File: src/rtl/cu_pkg.sv
`default_nettype none
// ============================================================================
// cu_pkg : opcodes, control-bundle layout and FSM encoding for the ID issuer
// Rev 1.0
// ============================================================================
package cu_pkg;

    localparam logic [6:0] OP_R       = 7'b0110011;
    localparam logic [6:0] OP_IMM     = 7'b0010011;
    localparam logic [6:0] OP_LOAD    = 7'b0000011;
    localparam logic [6:0] OP_STORE   = 7'b0100011;
    localparam logic [6:0] OP_BRANCH  = 7'b1100011;
    localparam logic [6:0] OP_JAL     = 7'b1101111;
    localparam logic [6:0] OP_JALR    = 7'b1100111;
    localparam logic [6:0] OP_LUI     = 7'b0110111;
    localparam logic [6:0] OP_AUIPC   = 7'b0010111;
    localparam logic [6:0] NOP_OPCODE = 7'b0000000;

    // Bundle layout {regWrite, memRead, memWrite, memToReg, aluSrc, branch, jump, aluOp[1:0]}
    localparam int CTRL_W        = 9;
    localparam int CTRL_REGWRITE = 8;
    localparam int CTRL_MEMREAD  = 7;
    localparam int CTRL_MEMWRITE = 6;
    localparam int CTRL_MEMTOREG = 5;
    localparam int CTRL_ALUSRC   = 4;
    localparam int CTRL_BRANCH   = 3;
    localparam int CTRL_JUMP     = 2;
    localparam int CTRL_ALUOP_HI = 1;
    localparam int CTRL_ALUOP_LO = 0;

    localparam logic [1:0] ALUOP_ADD   = 2'b00;
    localparam logic [1:0] ALUOP_BR    = 2'b01;
    localparam logic [1:0] ALUOP_FUNCT = 2'b10;
    localparam logic [1:0] ALUOP_PASS  = 2'b11;

    typedef enum logic [1:0] {
        RUN   = 2'd0,
        STALL = 2'd1,
        TRAP  = 2'd2
    } state_t;

endpackage
`default_nettype wire

File: src/rtl/cu_decode.sv
`default_nettype none
// ============================================================================
// cu_decode : opcode -> control bundle, illegal flag and source-register usage
// Rev 1.0
// ============================================================================
module cu_decode
    import cu_pkg::*;
(
    input  logic [6:0]        opcode,
    output logic [CTRL_W-1:0] ctrl,
    output logic              illegal_op,
    output logic              rs1_used,
    output logic              rs2_used
);

    always_comb begin
        ctrl       = '0;
        illegal_op = 1'b0;
        rs1_used   = 1'b0;
        rs2_used   = 1'b0;
        case (opcode)
            OP_R: begin
                ctrl[CTRL_REGWRITE]                = 1'b1;
                ctrl[CTRL_ALUOP_HI:CTRL_ALUOP_LO]  = ALUOP_FUNCT;
                rs1_used = 1'b1;
                rs2_used = 1'b1;
            end
            OP_IMM: begin
                ctrl[CTRL_REGWRITE]                = 1'b1;
                ctrl[CTRL_ALUSRC]                  = 1'b1;
                ctrl[CTRL_ALUOP_HI:CTRL_ALUOP_LO]  = ALUOP_FUNCT;
                rs1_used = 1'b1;
            end
            OP_LOAD: begin
                ctrl[CTRL_REGWRITE] = 1'b1;
                ctrl[CTRL_MEMREAD]  = 1'b1;
                ctrl[CTRL_MEMTOREG] = 1'b1;
                ctrl[CTRL_ALUSRC]   = 1'b1;
                rs1_used = 1'b1;
            end
            OP_STORE: begin
                ctrl[CTRL_MEMWRITE] = 1'b1;
                ctrl[CTRL_ALUSRC]   = 1'b1;
                rs1_used = 1'b1;
                rs2_used = 1'b1;
            end
            OP_BRANCH: begin
                ctrl[CTRL_BRANCH]                  = 1'b1;
                ctrl[CTRL_ALUOP_HI:CTRL_ALUOP_LO]  = ALUOP_BR;
                rs1_used = 1'b1;
                rs2_used = 1'b1;
            end
            OP_JAL, OP_JALR: begin
                ctrl[CTRL_REGWRITE] = 1'b1;
                ctrl[CTRL_ALUSRC]   = 1'b1;
                ctrl[CTRL_JUMP]     = 1'b1;
                // JAL is PC-relative only; JALR reads its base from rs1
                rs1_used = (opcode == OP_JALR);
            end
            OP_LUI, OP_AUIPC: begin
                ctrl[CTRL_REGWRITE]                = 1'b1;
                ctrl[CTRL_ALUSRC]                  = 1'b1;
                ctrl[CTRL_ALUOP_HI:CTRL_ALUOP_LO]  = ALUOP_PASS;
            end
            default: illegal_op = 1'b1;
        endcase
    end

endmodule
`default_nettype wire

File: src/rtl/cu_id_issue.sv
`default_nettype none
// ============================================================================
// cu_id_issue : decode-stage issuer with load-use stall, flush and illegal trap
// Rev 1.0
// ============================================================================
module cu_id_issue
    import cu_pkg::*;
#(
    parameter int         XLEN       = 32,
    parameter logic [6:0] NOP_OPCODE = 7'b0000000
) (
    input  logic              clk,
    input  logic              reset,
    input  logic [XLEN-1:0]   IDinstr,
    input  logic              IDvalid,
    input  logic              EXmemRead,
    input  logic [4:0]        EXrd,
    input  logic              flush,
    output logic [6:0]        CUEXopcode,
    output logic [CTRL_W-1:0] CUEXctrl,
    output logic [4:0]        CUEXrd,
    output logic [4:0]        CUEXrs1,
    output logic [4:0]        CUEXrs2,
    output logic              stall,
    output logic              illegal
);

    state_t state;

    logic [6:0]        id_opcode;
    logic [4:0]        id_rd;
    logic [4:0]        id_rs1;
    logic [4:0]        id_rs2;
    logic [CTRL_W-1:0] dec_ctrl;
    logic              dec_illegal;
    logic              rs1_used;
    logic              rs2_used;
    logic              loaduse;
    logic              accept;
    logic              issue;
    logic              enter_trap;
    logic              unused_bits;

    assign id_opcode   = IDinstr[6:0];
    assign id_rd       = IDinstr[11:7];
    assign id_rs1      = IDinstr[19:15];
    assign id_rs2      = IDinstr[24:20];
    assign unused_bits = ^{IDinstr[XLEN-1:25], IDinstr[14:12]};

    cu_decode u_decode (
        .opcode     (id_opcode),
        .ctrl       (dec_ctrl),
        .illegal_op (dec_illegal),
        .rs1_used   (rs1_used),
        .rs2_used   (rs2_used)
    );

    assign loaduse = EXmemRead & (EXrd != 5'd0) & IDvalid &
                     ((rs1_used & (EXrd == id_rs1)) | (rs2_used & (EXrd == id_rs2)));

    // The STALL state has already paid its one bubble, so loaduse is ignored there
    assign accept     = IDvalid & ~flush &
                        (((state == RUN) & ~loaduse) | (state == STALL));
    assign issue      = accept & ~dec_illegal;
    assign enter_trap = accept & dec_illegal;

    assign stall = (state == TRAP) | ((state == RUN) & ~flush & loaduse);

    always_ff @(negedge clk) begin
        if (!reset) begin
            state      <= RUN;
            CUEXopcode <= NOP_OPCODE;
            CUEXctrl   <= '0;
            CUEXrd     <= '0;
            CUEXrs1    <= '0;
            CUEXrs2    <= '0;
            illegal    <= 1'b0;
        end else begin
            if (issue) begin
                CUEXopcode <= id_opcode;
                CUEXctrl   <= dec_ctrl;
                CUEXrd     <= id_rd;
                CUEXrs1    <= id_rs1;
                CUEXrs2    <= id_rs2;
            end else begin
                CUEXopcode <= NOP_OPCODE;
                CUEXctrl   <= '0;
                CUEXrd     <= '0;
                CUEXrs1    <= '0;
                CUEXrs2    <= '0;
            end

            case (state)
                RUN: begin
                    if (enter_trap) begin
                        state   <= TRAP;
                        illegal <= 1'b1;
                    end else if (!flush && loaduse) begin
                        state <= STALL;
                    end
                end
                STALL: begin
                    if (enter_trap) begin
                        state   <= TRAP;
                        illegal <= 1'b1;
                    end else begin
                        state <= RUN;
                    end
                end
                TRAP:    state <= TRAP;
                default: state <= RUN;
            endcase
        end
    end

endmodule
`default_nettype wire

File: config.mk
export PLATFORM = sky130hd
export DESIGN_NAME = cu_id_issue
export DESIGN_NICKNAME = d
export VERILOG_FILES = /design/src/rtl/cu_pkg.sv /design/src/rtl/cu_decode.sv /design/src/rtl/cu_id_issue.sv
export SDC_FILE = /design/constraint.sdc
export NUM_CORES = 1
export LEC_CHECK = 0
export ABC_AREA = 1
export BUFFER_PORTS_ARGS = -buffer_cell sky130_fd_sc_hd__clkbuf_2
export CAP_MARGIN = 20
export CORE_UTILIZATION = 41
export CTS_BUF_LIST = sky130_fd_sc_hd__clkbuf_8
export CTS_CLUSTER_DIAMETER = 120
export DETAILED_ROUTE_END_ITERATION = 7
export MAX_ROUTING_LAYER = met4
export PLACE_DENSITY = 0.79
export SYNTH_ARGS = -nofsm -noshare
export SYNTH_HDL_FRONTEND = slang
export SYNTH_SLANG_ARGS = --single-unit
export TNS_END_PERCENT = 5
File: constraint.sdc
create_clock -name clk -period 1.4 [get_ports clk]
set_clock_uncertainty 0.1 [all_clocks]
set_input_delay 0.28 -clock clk [delete_from_list [all_inputs] [get_ports clk]]
set_output_delay 0.28 -clock clk [all_outputs]
set_load 0.02 [all_outputs]
Yosys cells after proc, flatten, opt, wreduce, memory -nomap -nowiden
Index checks and enable logic that the tools add are counted.
{"block": "totals", "reg_bits": 34, "inputBits": 42, "output_inout_bits": 33}
{"block": "classes", "eq_ne": 14, "muxes": 14, "bitwise_logic": 17, "n_reduce_logical": 15}
{"op": "$eq 7x6->1 const B", "n": 3}
{"op": "$eq 7x7->1 const B", "n": 3}
{"op": "$eq 7x5->1 const B", "n": 2}
{"op": "$reduce_or 7->1", "n": 2}
{"op": "$and 1x1->1", "n": 12}
{"op": "$pmux 2 s3", "n": 2}
{"op": "$eq 5x5->1", "n": 2}
{"op": "$reduce_or 9->1", "n": 1}
{"op": "$mux 1", "n": 8}
{"op": "$reduce_or 2->1", "n": 4}
{"op": "$eq 7x2->1 const B", "n": 1}
{"op": "$mux 2", "n": 3}
{"op": "$reduce_bool 5->1", "n": 1}
{"op": "$reduce_or 5->1", "n": 1}
{"op": "$reduce_and 2->1", "n": 2}
{"op": "$ne 3x2->1 const B", "n": 1}
{"op": "$or 1x1->1", "n": 3}
{"op": "$reduce_or 3->1", "n": 1}
{"op": "$eq 2x1->1 const B", "n": 1}
{"op": "$eq 2x2->1 const B", "n": 1}
{"op": "$logic_not 2->1", "n": 1}
{"op": "$not 1->1", "n": 2}
{"op": "$pmux 1 s2", "n": 1}
{"op": "$logic_and 1x1->1", "n": 1}
{"op": "$logic_not 1->1", "n": 1}

Longest topological paths before layout
Gate-level depths: netlist of run 1.
{"block": "depth", "word_depth": 13, "mapped_depth": 12}

By module
A second synthesis of run 1 with hierarchy kept.
{"block": "hier_totals", "hier_cells": 207, "area_unflattened_um2": 1442.6}
{"module": "cu_id_issue", "instances": 1, "cells_each": 161, "area_per_inst_um2": 1239.9, "seq_area_each_um2": 680.7}
{"module": "cu_decode", "instances": 1, "cells_each": 46, "area_per_inst_um2": 202.7, "seq_area_each_um2": 0.0}

==> impl_metrics.tcl, run 1 <==
set metrics [dict create \
    gp_congestion 0.881 \
    worstSetupPathType "reg2out" \
    final_cell_count_no_fill 368 \
    netlist_area_mm2 0.00134 \
    worst_slack_ns -0.969 \
    placed_area_mm2 0.00195 \
    route.detailed.drc 0 \
    hold_end "illegal" \
    tns_ns -45.54 \
    leakagePower_nw 1.56 \
    r2r_end "CUEXrs2[1]" \
    violations "setup timing" \
    drive_gt1_share_pct 65.7 \
    drt-total-wl_um 7940 \
    dp.cells 315 \
    maxSlewViolCount 0 \
    cts-buffers-inserted 5 \
    min_path_cells 2 \
    drtIter0Drc 203 \
    die_h_um 59.3 \
    avgSynthCellArea_um2 7.38 \
    die-area_mm2 0.00351 \
    worstHoldStart "illegal" \
    antenna_found_initial 0 \
    power.share.clock_pct 50.3 \
    reg2reg_from "state[1]" \
    num_rows 20 \
    grt_overflow 0 \
    grt_usage_pct 28.2 \
    cts_tree "built" \
    yosysTopAreaCell "dfxtp_1" \
    clkSinkCount 33 \
    worst_pin_slew_ns 0.435 \
    grt_pass1_vias 1603 \
    crit_family "flip-flops" \
    synth-seq-cells 33 \
    synth_area_leaders "dfxtp_1 49%, inv_1 11%, nand2_1 9.8%" \
    cp.required_ns 1.02 \
    swShare_pct 40.9 \
    p_per_area_mw_per_mm2 924 \
    final_nets 365 \
    antenna_left 0 \
    ys_types 20 \
    clk_pin_slew_ns 0.06 \
    ios 75 \
    p_int_w 0.00159 \
    clockRootBuffer "clkbuf_8" \
    max_stage_delay_ns 0.31 \
    yosysWarnings 0 \
    die_width_um 59.3 \
    netlist_instances 182 \
    cp_slowest_cell "dfxtp_2" \
    clockBufferDepth 2 \
    cp_common_cell "inv_2" \
    regToRegSetupSlack_ns -0.07 \
    vias 2045 \
    holdCritPathClass "reg2reg" \
    cp-start-kind "flip-flop" \
    path_max_fanout 2 \
    hold_viol_final 0 \
    setup_viol 66 \
    area_growth_pct 117 \
    crit_arrival_ns 1.99 \
    power.net_switching_w 0.00110 \
    timing.critical_path.buf_inv 3 \
    final_area_mm2 0.00291 \
    diodes 0 \
    p_comb_share_pct 14.1 \
    dp_hpwl_um 2230 \
    wl_per_cell_um 21.6 \
    fill_cells 83 \
    via_per_inst 5.56 \
    worst_r2r_path_depth 5 \
    maxCapViolCount 0 \
    grt_start_max_net_pins 19 \
    max-slew-margin-rel_pct 70.8 \
    core-area_mm2 0.00308 \
    portBuffers 64 \
    synth_top_area_share_pct 49.2 \
    syn_nets 224 \
    path_cells "inv_2 -> nand4_1 -> inv_2 -> nand3_2 -> nand2_1 -> clkbuf_8" \
    ys_seq_area_share_pct 49.2 \
    critPathCaptureType "output port" \
    worst_ir_drop_vdd_mv 1.00 \
    rsz0062_at_grt "true" \
    clock_latency_ns 0.38 \
    dp_slack_ns -1.04 \
    status "finished, violations left" \
    initial_core_util_pct 43.7 \
    htree_levels 2 \
    ctsHoldBuffers 0 \
    grt_pass1_wl_um 6840 \
    p_seq_share_pct 35.5 \
    drtPass1Iterations 8 \
]
-- worst register-to-register path, stage by stage (launching register included) --
cell and delay [ns]:
dfxtp_1 0.33, nor3b_1 0.26, buf_4 0.21, nand3_4 0.16
buf_4 0.22, nor2_1 0.12
-- final cells by class --
| type | count | area [µm²] | share of cell area [%] |
|---|---|---|---|
| tap | 44 | 55.1 | 1.89 |
| clock inverter | 36 | 139 | 4.77 |
| sequential | 33 | 701 | 24.0 |
| timing repair buffer | 105 | 1070 | 36.6 |
| clock buffer | 5 | 68.8 | 2.36 |
| multi-input combinational | 106 | 711 | 24.4 |
| inverter | 39 | 173 | 5.93 |
-- logic make-up (layout without fill, tap and decap cells) --
group	after synthesis	after routing	share of synthesized area (%)
compound gates	8	8	4.00
xor+xnor	3	3	1.96
buf+inv	43	185	13.4
simple gates	95	95	31.5
flops	33	33	49.2
-- cells in the mapped netlist, drive strengths merged --
cell type and instances:
buf 3, dfxtp 33, nand2 36, a21oi 5, nor3b 1, nand3 8
nor2 43, xor2 3, and2 1, inv 40, o21a 1, nor3 2
o21ai 2, nand4 4
-- layer usage --
layer / GRT usage, % / vias up / wire length, µm
li1: - / 824 / -
met1: 25.9 / 929 / 2660
met2: 48.6 / 217 / 3710
met3: 10.9 / 75 / 843
met4: 17.3 / 0 / 732
met5: - / - / 0
-- power by group through the flow --
stage               Sequential [W]  Clock [W]  Combinational (W)
floorplan                 0.000977   0.000148          0.0000952
global placement          0.000971   0.000148           0.000223
detailed placement        0.000971   0.000148           0.000227
CTS                       0.000959    0.00109           0.000254
global route              0.000956    0.00144           0.000394
finish                    0.000956    0.00136           0.000381
-- state kept, by name, indices dropped and copies added, names as in the netlist --
name        flops
CUEXctrl        8
CUEXopcode      7
CUEXrd          5
CUEXrs1         5
CUEXrs2         5
illegal         1
state           2
-- through the flow --
| stage | power (W) | util, % | hold slack [ns] |
|---|---|---|---|
| global placement | 0.00134 | 63.4 | 0.342 |
| CTS | 0.00230 | 82.4 | 0.347 |
| finish | 0.00269 | 94.7 | 0.404 |
| global route | 0.00279 | 94.7 | 0.415 |
| detailed placement | 0.00135 | 63.4 | 0.343 |
| floorplan | 0.00122 | - | 0.379 |
-- timing repair --
item                       in CTS  in global routing
gates cloned                    1                  2
hold endpoints to repair        0                  0
resized for setup             101                124
setup endpoints to repair      66                 66
pin swaps                      11                 16
setup buffers                   5                 10
-- layout by cell type, fill, tap and decap left out, types with 9 or more instances in the layout --
cell      count
clkbuf_2     20
nor2_4        9
buf_8        30
nor2_1       12
nand2_1      22
inv_2        10
buf_4        39
nand2_2       9
inv_1        59
buf_6         9
nor2_2       22
dfxtp_2      32
-- worst max path at each step --
stage	startpoint	to	slack, ns	cells past startpoint
after floorplan	IDinstr[3]	CUEXctrl[7]	-0.75	9
after detailed placement	IDinstr[3]	CUEXrs1[0]	-1.04	12
after CTS	state[0]	stall	-0.83	6
final	state[0]	stall	-0.97	6
after global routing	state[0]	stall	-0.99	6
after global placement	IDinstr[3]	CUEXrs2[3]	-0.98	12
No activity file was read; power rests on OpenSTA's default activity.
==> inputs of run 2 (changes only) <==
--- a/config.mk
+++ b/config.mk
@@ -14,6 +14,7 @@
 export DETAILED_ROUTE_END_ITERATION = 7
 export MAX_ROUTING_LAYER = met4
 export PLACE_DENSITY = 0.79
+export SKIP_CTS_REPAIR_TIMING = 1
 export SYNTH_ARGS = -nofsm -noshare
 export SYNTH_HDL_FRONTEND = slang
 export SYNTH_SLANG_ARGS = --single-unit
==> impl_metrics.tcl, run 2 (synthesized netlist as in run 1, its figures left out) <==
set metrics [dict create \
    status "finished, violations left" \
    violations "setup timing" \
    final_cell_mix "64 x inv_1, 35 x buf_4, 32 x buf_6" \
    clk_pin_slew_ns 0.03 \
    rsz0062_at_grt "true" \
    portBuffers 64 \
    placed_area_mm2 0.00195 \
    route.detailed.drc 0 \
    clkSinkCount 33 \
    max-slew-margin-rel_pct 78.7 \
    worst_ir_drop_vdd_mv 0.610 \
    grt_pass1_wl_um 5040 \
    hold_viol_final 0 \
    via_per_inst 4.65 \
    antenna_left 0 \
    cts-buffers-inserted 5 \
    clockRootBuffer "clkbuf_8" \
    htree_levels 2 \
    die_h_um 59.3 \
    setup_viol 66 \
    num_rows 20 \
    largest_register_ffs 8 \
    antenna_found_initial 0 \
    reg_top3 "CUEXctrl: 8 flops, CUEXopcode: 7 flops" \
    mostFrequentLayoutCell "inv_1" \
    crit_arrival_ns 1.88 \
    grt_pass1_vias 1376 \
    maxSlewViolCount 0 \
    gp_congestion 0.881 \
    die_width_um 59.3 \
    final_area_mm2 0.00259 \
    p_per_area_mw_per_mm2 922 \
    drtPass1Iterations 5 \
    cts_tree "built" \
    clockBufferDepth 2 \
    grt_overflow 0 \
    wl_per_cell_um 13.5 \
    grt_start_max_net_pins 19 \
    final_util_pct 84.2 \
    maxCapViolCount 0 \
    tns_ns -38.24 \
    total_power_w 0.00239 \
    cp-start-kind "flip-flop" \
    cp.required_ns 1.02 \
    grt_usage_pct 20.0 \
    worst_pin_slew_ns 0.317 \
    initial_core_util_pct 43.7 \
    drt-total-wl_um 4860 \
    clock_latency_ns 0.35 \
    drtIter0Drc 60 \
    worst_slack_ns -0.865 \
    dp_hpwl_um 2230 \
    path_max_fanout 2 \
    die-area_mm2 0.00351 \
    regMostFlops "CUEXctrl" \
    holdCritPathClass "reg2reg" \
    area_growth_pct 92.8 \
    ios 75 \
    worstSetupPathType "reg2out" \
    critPathCaptureType "output port" \
    whs_ns 0.351 \
    drive_gt1_share_pct 56.5 \
    final_nets 358 \
    diodes 0 \
    core-area_mm2 0.00308 \
    vias 1680 \
    leakagePower_nw 1.46 \
]
[run 2: cell count changes in the layout (fill, tap and decap cells not counted), moves of 4 or more]
cell,delta
nor2_1,+9
dfxtp_2,-7
buf_6,+23
nor2_2,-6
buf_8,-28
inv_1,+5
buf_4,-4
clkbuf_2,+7
dfxtp_1,+7
inv_2,-4
[run 2: where the power goes]
| group | total [W] | leakage (nW) | switching (W) | internal [W] |
|---|---|---|---|---|
| clock network | 0.00112 | 0.222 | 0.000658 | 0.000466 |
| logic | 0.000308 | 0.955 | 0.000163 | 0.000144 |
| registers | 0.000958 | 0.279 | 0.00000472 | 0.000953 |
[run 2: area by class of cell]
cell class              instances  area (µm²)
clock inverters                36         139
repair buffers                 98         833
fillers                       167         487
multi-input cells             106         636
flip-flops and latches         33         692
inverters                      39         168
well taps                      44        55.1
clock buffers                   5        68.8
[run 2: through the flow]
step                      setup WS (ns)  instances
after floorplan                  -0.754        182
after global placement           -0.981        315
after detailed placement          -1.04        315
after CTS                        -0.883        355
after global routing             -0.915        361
final                            -0.865        361
[run 2: metal layers]
metal  track usage (%)  part of all wire, %
met1              19.2                   35
met2              31.9                   55
met3              8.08                  5.0
met4              15.3                  5.2
met5                 -                    0
[run 2: critical path: stages, from the launching register on]
cell	delay, ns
dfxtp_2	0.30
inv_2	0.05
nand4_1	0.10
inv_2	0.09
nand3_2	0.10
nand2_2	0.08
buf_6	0.11
[run 2: final timing paths]
check | start | to | slack, ns | cells past startpoint
worst max-delay path | state[0] | stall | -0.86 | 6
worst min-delay path | illegal | illegal | 0.35 | 2
worst max register to register | state[1] | CUEXopcode[4] | 0.07 | 5
worst min register to register | illegal | illegal | 0.35 | 2
==> inputs of run 3 (changes only) <==
--- a/config.mk
+++ b/config.mk
@@ -8,12 +8,14 @@
 export ABC_AREA = 1
 export BUFFER_PORTS_ARGS = -buffer_cell sky130_fd_sc_hd__clkbuf_2
 export CAP_MARGIN = 20
-export CORE_UTILIZATION = 41
+export CELL_PAD_IN_SITES_DETAIL_PLACEMENT = 1
+export CELL_PAD_IN_SITES_GLOBAL_PLACEMENT = 1
+export CORE_UTILIZATION = 27
 export CTS_BUF_LIST = sky130_fd_sc_hd__clkbuf_8
 export CTS_CLUSTER_DIAMETER = 120
 export DETAILED_ROUTE_END_ITERATION = 7
 export MAX_ROUTING_LAYER = met4
-export PLACE_DENSITY = 0.79
+export PLACE_DENSITY = 0.77
 export SKIP_CTS_REPAIR_TIMING = 1
 export SYNTH_ARGS = -nofsm -noshare
 export SYNTH_HDL_FRONTEND = slang
==> impl_metrics.tcl, run 3 (synthesized netlist as in run 1, its figures left out) <==
set metrics [dict create \
    max-slew-margin-rel_pct 81.3 \
    worstSetupPathType "reg2out" \
    initial_core_util_pct 28.3 \
    clkSinkCount 33 \
    die_h_um 72.5 \
    cp-start-kind "flip-flop" \
    final_cell_mix "63 x inv_1, 37 x buf_4, 30 x buf_6" \
    final_nets 361 \
    route.met2.wl_um 3230 \
    clockBufferDepth 2 \
    portBuffers 64 \
    hold_viol_final 0 \
    via_per_inst 4.22 \
    drtIter0Drc 32 \
    p_per_area_mw_per_mm2 1030 \
    num_rows 25 \
    cp.required_ns 1.02 \
    diodes 0 \
    mostFrequentLayoutCell "inv_1" \
    reg_top3 "CUEXctrl: 8 flops, CUEXopcode: 7 flops" \
    grt_pass1_vias 1678 \
    die_width_um 72.5 \
    path_max_fanout 2 \
    maxCapViolCount 0 \
    clk_pin_slew_ns 0.04 \
    drive_gt1_share_pct 58.4 \
    top_layer_used "met4" \
    core-area_mm2 0.00475 \
    gp_congestion 0.817 \
    antenna_left 0 \
    leakagePower_nw 1.49 \
    status "finished, violations left" \
    cts-buffers-inserted 5 \
    grt_overflow 0 \
    wl_met1_um 1900 \
    final_area_mm2 0.00270 \
    violations "setup timing" \
    worst_pin_slew_ns 0.278 \
    ios 75 \
    wl_per_cell_um 14.0 \
    drt-total-wl_um 5420 \
    grt_pass1_wl_um 6530 \
    area_growth_pct 101 \
    crit_arrival_ns 1.87 \
    grt_start_max_net_pins 20 \
    critPathCaptureType "output port" \
    holdCritPathClass "reg2reg" \
    rsz0062_at_grt "true" \
    maxSlewViolCount 0 \
    clock_latency_ns 0.35 \
    die-area_mm2 0.00526 \
    tns_ns -38.80 \
    cts_tree "built" \
    largest_register_ffs 8 \
    total_power_w 0.00279 \
    worst_slack_ns -0.853 \
    antenna_found_initial 0 \
    drtPass1Iterations 3 \
    vias 1632 \
    route.detailed.drc 0 \
    regMostFlops "CUEXctrl" \
    final_cell_count_no_fill 387 \
    dp_slack_ns -1.07 \
    wl_met3_um 213 \
    worst_ir_drop_vdd_mv 0.504 \
    dp.cells 340 \
    placed_area_mm2 0.00199 \
    setup_viol 66 \
    grt_usage_pct 17.0 \
    htree_levels 2 \
    clockRootBuffer "clkbuf_8" \
    dp_hpwl_um 2790 \
]
## run 3: cell count changes in the layout (fill, tap and decap cells not counted), sizes merged
cell      before  now
clkinvlp       1    0
inv           74   73
bufinv         0    2
buf           70   74
clkbuf        33   32
## run 3: stage by stage
step / utilization [%] / hold WS, ns
CTS: 47.3 / 0.362
global placement: 41.9 / 0.345
finish: 56.8 / 0.366
floorplan: - / 0.379
detailed placement: 41.9 / 0.342
global route: 56.8 / 0.392
## run 3: worst paths after layout
kind | from | endpoint | slack [ns] | cells past startpoint
setup / recovery | state[0] | stall | -0.85 | 6
hold reg to reg | illegal | illegal | 0.37 | 2
hold / removal | illegal | illegal | 0.37 | 2
setup reg to reg | state[1] | CUEXrd[0] | 0.13 | 5
## run 3: layout make-up
class	count	area, µm²
fill	599	2050
timing repair buffer	101	846
sequential	33	694
multi-input combinational	106	652
clock inverter	36	188
inverter	39	168
tap	67	83.8
clock buffer	5	68.8
## run 3: power by group
part           switching [W]  internal (W)
Combinational       0.000161      0.000147
Clock               0.000696      0.000831
Sequential        0.00000473      0.000953
Total               0.000862       0.00193
## run 3: critical path, stage by stage, from the launching register on
cell	delay (ns)
dfxtp_2	0.31
inv_2	0.05
nand4_1	0.10
inv_2	0.10
nand3_4	0.08
nand2_2	0.08
buf_6	0.11
## run 3: layer usage
| metal | vias up | track usage [%] |
|---|---|---|
| met4 | 0 | 11.5 |
| li1 | 809 | - |
| met1 | 767 | 14.4 |
| met3 | 7 | 7.36 |
| met2 | 49 | 29.8 |
| met5 | - | - |
